===== config.mk =====
export PLATFORM = sky130hd
export DESIGN_NAME = branch_resolve_unit
export DESIGN_NICKNAME = d
export VERILOG_FILES = /design/src/rtl/bru_pkg.sv /design/src/rtl/bru_fifo.sv /design/src/rtl/branch_resolve_unit.sv
export SDC_FILE = /design/constraint.sdc
export NUM_CORES = 1
export LEC_CHECK = 0
export ABC_CLOCK_PERIOD_IN_PS = 12300
export BUFFER_PORTS_ARGS = -buffer_cell sky130_fd_sc_hd__buf_4
export CAP_MARGIN = 20
export CORE_UTILIZATION = 50
export DETAILED_ROUTE_END_ITERATION = 10
export HOLD_SLACK_MARGIN = 0.03
export PLACE_DENSITY = 0.67
export SLEW_MARGIN = 20
export SYNTH_ARGS = -nofsm -noshare
export SYNTH_HDL_FRONTEND = slang
export SYNTH_HIERARCHICAL = 1
export SYNTH_SLANG_ARGS = --single-unit

===== constraint.sdc =====
create_clock -name clk -period 12.3 [get_ports clk]
set_clock_uncertainty 0.05 [all_clocks]
set_input_delay 0.615 -clock clk [delete_from_list [all_inputs] [get_ports clk]]
set_output_delay 0.615 -clock clk [all_outputs]
set_load 0.01 [all_outputs]

===== src/rtl/bru_pkg.sv =====
// Shared definitions for the branch resolve unit: FSM encoding, instruction
// size and the layout of one in-flight queue entry.
package bru_pkg;

  localparam int INSTR_BYTES = 4;

  typedef enum logic {
    RUN   = 1'b0,
    FLUSH = 1'b1
  } bru_state_e;

  // Entry layout, MSB first: {pc, pred_taken, pred_target}
  localparam int PRED_TAKEN_W = 1;

  function automatic int entry_w(input int pc_w);
    return pc_w + PRED_TAKEN_W + pc_w;
  endfunction

endpackage


===== src/rtl/bru_fifo.sv =====
// In-order queue of in-flight branches. Clear wins over push and pop;
// pointers wrap naturally because DEPTH is a power of two.
module bru_fifo #(
  parameter int DEPTH = 4,
  parameter int WIDTH = 65
) (
  input  logic                     clk,
  input  logic                     rst,
  input  logic                     push,
  input  logic                     pop,
  input  logic                     clear,
  input  logic [WIDTH-1:0]         din,
  output logic [WIDTH-1:0]         head,
  output logic [$clog2(DEPTH):0]   count,
  output logic                     full,
  output logic                     empty
);

  localparam int PTR_W = $clog2(DEPTH);
  localparam logic [PTR_W-1:0] PTR_ONE = PTR_W'(1);
  localparam logic [PTR_W:0]   CNT_ONE = (PTR_W + 1)'(1);
  localparam logic [PTR_W:0]   CNT_MAX = (PTR_W + 1)'(DEPTH);

  logic [WIDTH-1:0] mem [DEPTH];
  logic [PTR_W-1:0] rd_ptr;
  logic [PTR_W-1:0] wr_ptr;
  logic             push_ok;
  logic             pop_ok;

  assign full    = (count == CNT_MAX);
  assign empty   = (count == '0);
  assign push_ok = push && !full && !clear;
  assign pop_ok  = pop && !empty && !clear;
  assign head    = mem[rd_ptr];

  always_ff @(posedge clk) begin
    if (!rst && push_ok) begin
      mem[wr_ptr] <= din;
    end
  end

  always_ff @(posedge clk) begin
    if (rst || clear) begin
      rd_ptr <= '0;
      wr_ptr <= '0;
      count  <= '0;
    end else begin
      if (push_ok) wr_ptr <= wr_ptr + PTR_ONE;
      if (pop_ok)  rd_ptr <= rd_ptr + PTR_ONE;
      case ({push_ok, pop_ok})
        2'b10:   count <= count + CNT_ONE;
        2'b01:   count <= count - CNT_ONE;
        default: count <= count;
      endcase
    end
  end

endmodule


===== src/rtl/branch_resolve_unit.sv =====
// Tracks predicted branches from fetch and resolves them in order against
// execute, driving flush/redirect and the BHT update port. Optional
// resolution statistics are enabled with the BRU_STATS_EN macro.
module branch_resolve_unit
  import bru_pkg::*;
#(
  parameter int PC_W  = 32,
  parameter int IDX_W = 5,
  parameter int DEPTH = 4
) (
  input  logic                   clk,
  input  logic                   rst,
  input  logic                   push_valid,
  output logic                   push_ready,
  input  logic [PC_W-1:0]        push_pc,
  input  logic                   push_pred_taken,
  input  logic [PC_W-1:0]        push_pred_target,
  input  logic                   res_valid,
  input  logic                   res_taken,
  input  logic [PC_W-1:0]        res_target,
  output logic                   flush,
  output logic [PC_W-1:0]        redirect_pc,
  output logic                   upd_en,
  output logic [IDX_W-1:0]       upd_addr,
  output logic                   upd_taken,
  output logic [$clog2(DEPTH):0] count,
  output logic                   err_underflow
`ifdef BRU_STATS_EN
  ,
  output logic [15:0]            stat_resolved,
  output logic [15:0]            stat_mispred
`endif
);

  localparam int EW = entry_w(PC_W);

  bru_state_e     state, next_state;
  logic [EW-1:0]  head;
  logic [PC_W-1:0] head_pc;
  logic           head_pred_taken;
  logic [PC_W-1:0] head_pred_target;
  logic [PC_W-1:0] redirect_next;
  logic           fifo_full;
  logic           fifo_empty;
  logic           fifo_clear;
  logic           pop;
  logic           mispredict;
  logic           underflow_hit;
  logic           push_fire;

  assign head_pc          = head[EW-1 -: PC_W];
  assign head_pred_taken  = head[PC_W];
  assign head_pred_target = head[PC_W-1:0];
  assign push_fire        = push_valid && push_ready;
  assign redirect_next    = res_taken ? res_target
                                      : head_pc + PC_W'(INSTR_BYTES);

  bru_fifo #(
    .DEPTH (DEPTH),
    .WIDTH (EW)
  ) u_fifo (
    .clk   (clk),
    .rst   (rst),
    .push  (push_fire),
    .pop   (pop),
    .clear (fifo_clear),
    .din   ({push_pc, push_pred_taken, push_pred_target}),
    .head  (head),
    .count (count),
    .full  (fifo_full),
    .empty (fifo_empty)
  );

  always_ff @(posedge clk) begin
    if (rst) state <= RUN;
    else     state <= next_state;
  end

  // FLUSH keeps the queue cleared and ignores execute for its single cycle
  always_comb begin
    next_state    = state;
    push_ready    = 1'b0;
    pop           = 1'b0;
    mispredict    = 1'b0;
    fifo_clear    = 1'b0;
    underflow_hit = 1'b0;
    case (state)
      RUN: begin
        push_ready = !fifo_full;
        if (res_valid) begin
          if (fifo_empty) begin
            underflow_hit = 1'b1;
          end else begin
            pop        = 1'b1;
            mispredict = (res_taken != head_pred_taken) ||
                         (res_taken && (res_target != head_pred_target));
          end
        end
        if (mispredict) begin
          next_state = FLUSH;
          fifo_clear = 1'b1;
        end
      end
      FLUSH: begin
        next_state = RUN;
        fifo_clear = 1'b1;
      end
      default: next_state = RUN;
    endcase
  end

  always_ff @(posedge clk) begin
    if (rst) begin
      flush         <= 1'b0;
      redirect_pc   <= '0;
      upd_en        <= 1'b0;
      upd_addr      <= '0;
      upd_taken     <= 1'b0;
      err_underflow <= 1'b0;
    end else begin
      flush  <= mispredict;
      upd_en <= pop;
      if (pop) begin
        upd_addr  <= head_pc[IDX_W+1:2];
        upd_taken <= res_taken;
      end
      if (mispredict) redirect_pc <= redirect_next;
      if (underflow_hit) err_underflow <= 1'b1;
    end
  end

`ifdef BRU_STATS_EN
  always_ff @(posedge clk) begin
    if (rst) begin
      stat_resolved <= '0;
      stat_mispred  <= '0;
    end else begin
      if (pop && stat_resolved != 16'hFFFF) stat_resolved <= stat_resolved + 16'd1;
      if (mispredict && stat_mispred != 16'hFFFF) stat_mispred <= stat_mispred + 16'd1;
    end
  end
`endif

endmodule


# ---- Yosys cells after proc, flatten, opt, wreduce, memory -nomap -nowiden
# Memories as Yosys holds them, arrays and structs flattened. A register that Yosys moved wholly into a read port is not among the register bits.
# Cells that the tools add are included.
dict set report word_totals {
  input_bits 102
  ramBits 260
  ff_bits 49
  n_memories 1
  output_inout_bits 45
}
# memory words word_bits rd rd_clocked_by_memory_dff wr line_no
set memory_table {}
lappend memory_table {u_fifo.mem 4 65 1 1 1 bru_fifo.sv:24} ;# logic [WIDTH-1:0] mem [DEPTH];
dict set report classes {
  addsub 5
  reduce_logical 15
  bitwise 1
  mux 20
  n_eq_ne 5
}
# op n
set ops {}
lappend ops {{32-bit by 3-bit adder with 32-bit output (second input constant)} 1}
lappend ops {{32-bit two-way mux} 1}
lappend ops {{32-bit != test} 1}
lappend ops {{1-bit two-way mux} 14}
lappend ops {{1-bit logical AND} 7}
lappend ops {{3-bit one-hot mux with 2 select lines} 1}
lappend ops {{2-bit by 1-bit adder with 2-bit output (second input constant)} 2}
lappend ops {{1-bit zero test} 4}
lappend ops {{2-bit two-way mux} 2}
lappend ops {{1-bit one-hot mux with 2 select lines} 2}
lappend ops {{3-bit by 1-bit adder with 3-bit output (second input constant)} 1}
lappend ops {{3-bit equality test (second input constant)} 1}
lappend ops {{3-bit zero test} 1}
lappend ops {{3-bit by 1-bit subtractor with 3-bit output (second input constant)} 1}
lappend ops {{2-bit by 1-bit equality test with 1-bit output (second input constant)} 1}
lappend ops {{2-bit equality test (second input constant)} 1}
lappend ops {{1-bit logical OR} 2}
lappend ops {{2-bit nonzero test} 1}
lappend ops {{1-bit != test} 1}
lappend ops {{1-bit inverter} 1}

# ---- Logic depth before layout (Yosys ltp)
dict set report depth {
  word_depth 13
  depth_mapped 17
}

# ---- Hierarchy
# Netlist, hierarchy kept.
# mod instances seq_area_each_um2 cells_per_inst area_each_um2
set by_module_without_submodules {}
lappend by_module_without_submodules {bru_fifo 1 7987.7 393 9905.8}
lappend by_module_without_submodules {branch_resolve_unit 1 820.8 368 2927.8}

# ---- Worst setup path before layout
# Ideal clock, no wire load.
dict set report synth_timing {
  path_kind {register to register}
  start {register with a tool-made name}
  end {memory u_fifo.mem[1][0], enable pin}
  arrival_time_ps 5971
  stages_incl_launch_ff 13
  path_buffers 4
  slack_ps 5803
  required_ps 11774
  cell_sequence {dfxtp_1 > buf_4 > buf_6 > mux4_2 > xnor2_1 > nand4_1 > or4_4 > o32ai_4 > buf_2 > o21ai_0 > or3b_1 > buf_6 > nor3b_2}
}
# element line_no
set synth_rtl {}
lappend synth_rtl {{end, declared} bru_fifo.sv:24}

==> impl_results.html <==
<table>
<tr><th>Metric</th><th>Value</th></tr>
<tr><th colspan="2">Detailed routing</th></tr>
<tr><td>Average wire per cell in the routed design</td><td>23.5 um</td></tr>
<tr><td>Final ANT Viol Nets</td><td>0</td></tr>
<tr><td>Final routed DRC violation total</td><td>0</td></tr>
<tr><td>Count of TritonRoute iterations in the first routing pass</td><td>5</td></tr>
<tr><td>Starting DRT DRC Count</td><td>525</td></tr>
<tr><td>Via density per instance</td><td>5.82</td></tr>
<tr><td>Via count of the routed design</td><td>7,386</td></tr>
<tr><td>Final WL</td><td>29,700 um</td></tr>
<tr><th colspan="2">Logic synthesis</th></tr>
<tr><td>Primary FF master, synth</td><td>sky130_fd_sc_hd__edfxtp_1</td></tr>
<tr><td>Avg Cell Area, Syn</td><td>16.9 um2</td></tr>
<tr><td>#FFs+latches synth</td><td>310</td></tr>
<tr><td>Part of the Yosys area used for sequential elements</td><td>68.6%</td></tr>
<tr><td>Unique masters post-synth</td><td>55</td></tr>
<tr><td>Yosys warns</td><td>6</td></tr>
<tr><td>EDFF count, synth</td><td>260</td></tr>
<tr><td>Post-Syn Nets</td><td>870</td></tr>
<tr><td>Cell types with the largest area share after synthesis</td><td>sky130_fd_sc_hd__edfxtp_1 (61%), sky130_fd_sc_hd__mux4_2 (11%), sky130_fd_sc_hd__dfxtp_1 (7.8%), sky130_fd_sc_hd__xor2_1 (2.5%), sky130_fd_sc_hd__xnor2_1 (1.4%)</td></tr>
<tr><td>Cell area after synthesis</td><td>12,800 um2</td></tr>
<tr><td>Largest area contributor in the netlist</td><td>sky130_fd_sc_hd__edfxtp_1</td></tr>
<tr><td>Number of instances in the synthesized netlist</td><td>761</td></tr>
<tr><td>Fraction of registers with async set/reset</td><td>0%</td></tr>
<tr><td>Portion of synthesized cell area occupied by the leading cell type</td><td>60.8%</td></tr>
<tr><th colspan="2">Timing</th></tr>
<tr><td>Final-layout setup total negative slack</td><td>0 ns</td></tr>
<tr><td>Setup Viol. Count Final</td><td>0</td></tr>
<tr><td>Setup repair after global routing missed its margin</td><td>no</td></tr>
<tr><td>Number of slew-limit violations in the final report</td><td>0</td></tr>
<tr><td>Post-route clock period utilization</td><td>46.7%</td></tr>
<tr><td>Final hold viol count</td><td>0</td></tr>
<tr><td>Fmax</td><td>0.174 GHz</td></tr>
<tr><td>Transition at the pin with the smallest max-transition slack</td><td>1.01 ns</td></tr>
<tr><td>Crit path time final</td><td>5.74 ns</td></tr>
<tr><td>Worst slew margin relative to its limit</td><td>32.4%</td></tr>
<tr><th colspan="2">Job</th></tr>
<tr><td>Count of max-cap constraint violations</td><td>0</td></tr>
<tr><th colspan="2">Critical path</th></tr>
<tr><td>Sort of element at the end of the critical path</td><td>register</td></tr>
<tr><td>Nature of the critical path startpoint</td><td>register</td></tr>
<tr><td>WS Path Type</td><td>reg2reg</td></tr>
<tr><td>Data arrival at the endpoint of the critical path</td><td>5.81 ns</td></tr>
<tr><td>Number of cells on the worst reg-to-reg path</td><td>10</td></tr>
<tr><td>Crit Path Max Fanout</td><td>65</td></tr>
<tr><td>Critical path data required time</td><td>12.37 ns</td></tr>
<tr><th colspan="2">Clocking</th></tr>
<tr><td>Clock Path Buffers</td><td>3</td></tr>
<tr><td>TritonCTS clock tree</td><td>done</td></tr>
<tr><td>Number of H-tree levels</td><td>2</td></tr>
<tr><td>Post-CTS setup buffer count</td><td>0</td></tr>
<tr><td>Clock tree root driver cell</td><td>sky130_fd_sc_hd__clkbuf_16</td></tr>
<tr><td>Cts hold-fix bufs</td><td>0</td></tr>
<tr><td>Clock Pin Slew Worst Setup and Hold Paths</td><td>0.06 ns</td></tr>
<tr><td>Later-pin clock latency in the skew report</td><td>0.51 ns</td></tr>
<tr><td>Number of gates resized after CTS</td><td>0</td></tr>
<tr><td>CTS sink count</td><td>310</td></tr>
<tr><td>Number of buffers created by CTS</td><td>34</td></tr>
<tr><th colspan="2">Power</th></tr>
<tr><td>Net switching fraction of the power</td><td>25.8%</td></tr>
<tr><td>Proportion of power drawn by flip-flops and latches</td><td>46.3%</td></tr>
<tr><td>Total leakage power</td><td>5.13 nW</td></tr>
<tr><td>Logic gate share of total power</td><td>17.6%</td></tr>
<tr><td>Worst supply voltage drop on vdd</td><td>0.136 mV</td></tr>
<tr><td>Pwr dens</td><td>182 nW/um2</td></tr>
<tr><td>Part of the total power dissipated in the clock network</td><td>36.0%</td></tr>
<tr><td>Internal power contribution</td><td>2.06 mW</td></tr>
<tr><td>Switching power summed over all nets</td><td>0.719 mW</td></tr>
<tr><td>Total power of the final layout</td><td>2.78 mW</td></tr>
<tr><th colspan="2">Floorplanning</th></tr>
<tr><td>Area of the core region</td><td>25,200 um2</td></tr>
<tr><td>X dimension of the die</td><td>162 um</td></tr>
<tr><td>Number of cell rows</td><td>58</td></tr>
<tr><td>Starting Density</td><td>51.0%</td></tr>
<tr><td>Boundary Pins</td><td>147</td></tr>
<tr><td>Height of the die</td><td>162 um</td></tr>
<tr><td>Die footprint</td><td>26,300 um2</td></tr>
<tr><th colspan="2">Min path</th></tr>
<tr><td>Count of cells along the worst hold path</td><td>1</td></tr>
<tr><td>Hold crit path type</td><td>in2reg</td></tr>
<tr><th colspan="2">Placement</th></tr>
<tr><td>Count of input and output buffers</td><td>146</td></tr>
<tr><td>Placer Congestion</td><td>0.796</td></tr>
<tr><td>Placed wire-length estimate</td><td>19,300 um</td></tr>
<tr><th colspan="2">GRT</th></tr>
<tr><td>GRT Overall Usage</td><td>23.4%</td></tr>
<tr><td>Total overflow reported by the global router</td><td>0</td></tr>
<tr><td>Maximum number of pins on one net before global-route repair</td><td>66</td></tr>
<tr><td>Number of antenna violations at the first check in global routing</td><td>0</td></tr>
<tr><td>Vias in the first global route</td><td>7,547</td></tr>
<tr><td>First-pass GRT wire length</td><td>45,100 um</td></tr>
<tr><th colspan="2">Layout</th></tr>
<tr><td>Most used cells in the layout excluding fill and tap cells</td><td>sky130_fd_sc_hd__edfxtp_1 (260), sky130_fd_sc_hd__buf_4 (157), sky130_fd_sc_hd__mux4_2 (65)</td></tr>
<tr><td>Area added between synthesis and finish</td><td>19.2%</td></tr>
<tr><td>Total Nets Final</td><td>1,021</td></tr>
<tr><td>Most common cell after layout, fill and taps aside</td><td>sky130_fd_sc_hd__edfxtp_1</td></tr>
<tr><td>Number of antenna diodes</td><td>0</td></tr>
<tr><td>Layout cell share with drive strength beyond 1</td><td>30.8%</td></tr>
<tr><th colspan="2">Outcome</th></tr>
<tr><td>Status</td><td>completed</td></tr>
</table>
==> power by group through the flow <==
stage / registers [mW] / clock network, mW / logic [mW]
global placement: 1.31 / 0 / 0.489
finish: 1.29 / 1.00 / 0.491
CTS: 1.29 / 1.02 / 0.496
detailed placement: 1.31 / 0 / 0.494
floorplan: 1.31 / 0 / 0.304
global route: 1.30 / 1.06 / 0.531
==> metal layers <==
| metal | global-route usage, % | up-vias | wire length, um |
|---|---|---|---|
| met4 | 8.53 | 0 | 868 |
| met5 | 0 | - | 0 |
| met1 | 31.0 | 3735 | 12300 |
| li1 | - | 3330 | - |
| met2 | 38.7 | 264 | 14800 |
| met3 | 4.34 | 57 | 1810 |
==> logic make-up after synthesis <==
logic type / after synthesis / synth area share (%)
compound gates: 107 / 5.54
simple gates: 149 / 6.39
flops: 310 / 68.6
mux: 77 / 12.4
xor+xnor: 57 / 3.89
buf+inv: 54 / 2.46
fa+ha+maj: 7 / 0.741
==> sequential cells by signal, indices dropped and copies added (netlist names), named ones only <==
name / cells
upd_addr: 5
upd_taken: 1
err_underflow: 1
state: 1
u_fifo/mem: 260
redirect_pc: 32
u_fifo/rd_ptr: 2
u_fifo/wr_ptr: 2
upd_en: 1
u_fifo/count: 3
==> cell type report <==
type | instances | area, um2
repair buffers | 157 | 1180
flip-flops and latches | 310 | 8810
multi-input cells | 397 | 3730
clock inverters | 15 | 145
clock buffers | 47 | 963
well taps | 330 | 413
fillers | 1859 | 9890
inverters | 12 | 45.0
==> critical path, cell delays in order, from the launching register on <==
cell,delay [ns]
sky130_fd_sc_hd__dfxtp_4,0.57
sky130_fd_sc_hd__buf_4,0.79
sky130_fd_sc_hd__mux4_2,0.61
sky130_fd_sc_hd__xnor2_1,0.17
sky130_fd_sc_hd__nand4_1,0.14
sky130_fd_sc_hd__or4_4,0.60
sky130_fd_sc_hd__o32ai_4,0.32
sky130_fd_sc_hd__o21ai_0,0.28
sky130_fd_sc_hd__or3b_1,0.69
sky130_fd_sc_hd__nor3b_4,0.25
sky130_fd_sc_hd__buf_4,0.77
==> cells in the mapped netlist (all sizes together) (11+ instances only) <==
cell	count
inv	11
xor2	36
clkbuf	19
buf	23
nand4	13
nand2	38
nor2	21
mux2i	11
nor4	11
dfxtp	50
edfxtp	260
o21ai	34
xnor2	21
a21oi	25
nor3	12
mux4	65
nand3	18
==> stage by stage <==
step	hold slack [ns]	setup slack, ns	instance area [um2]	util, %	cells
after floorplan	0.398	5.80	12800	-	761
after global placement	0.392	6.57	14200	56.3	1206
after detailed placement	0.400	6.48	14200	56.3	1206
after CTS	0.242	6.39	15300	60.7	1268
after global routing	0.246	6.14	15300	60.7	1268
final	0.258	6.56	15300	60.7	1268
==> worst paths after layout <==
check / end / slack [ns] / startpoint
max reg2reg: u_fifo/mem[2][58] / 6.56 / register
min reg2reg: upd_taken / 0.40 / upd_taken
max: u_fifo/mem[2][58] / 6.56 / register
min: u_fifo/mem[0][11] / 0.26 / push_pred_target[11]
Note: power is estimated with default switching activity, not from simulation.
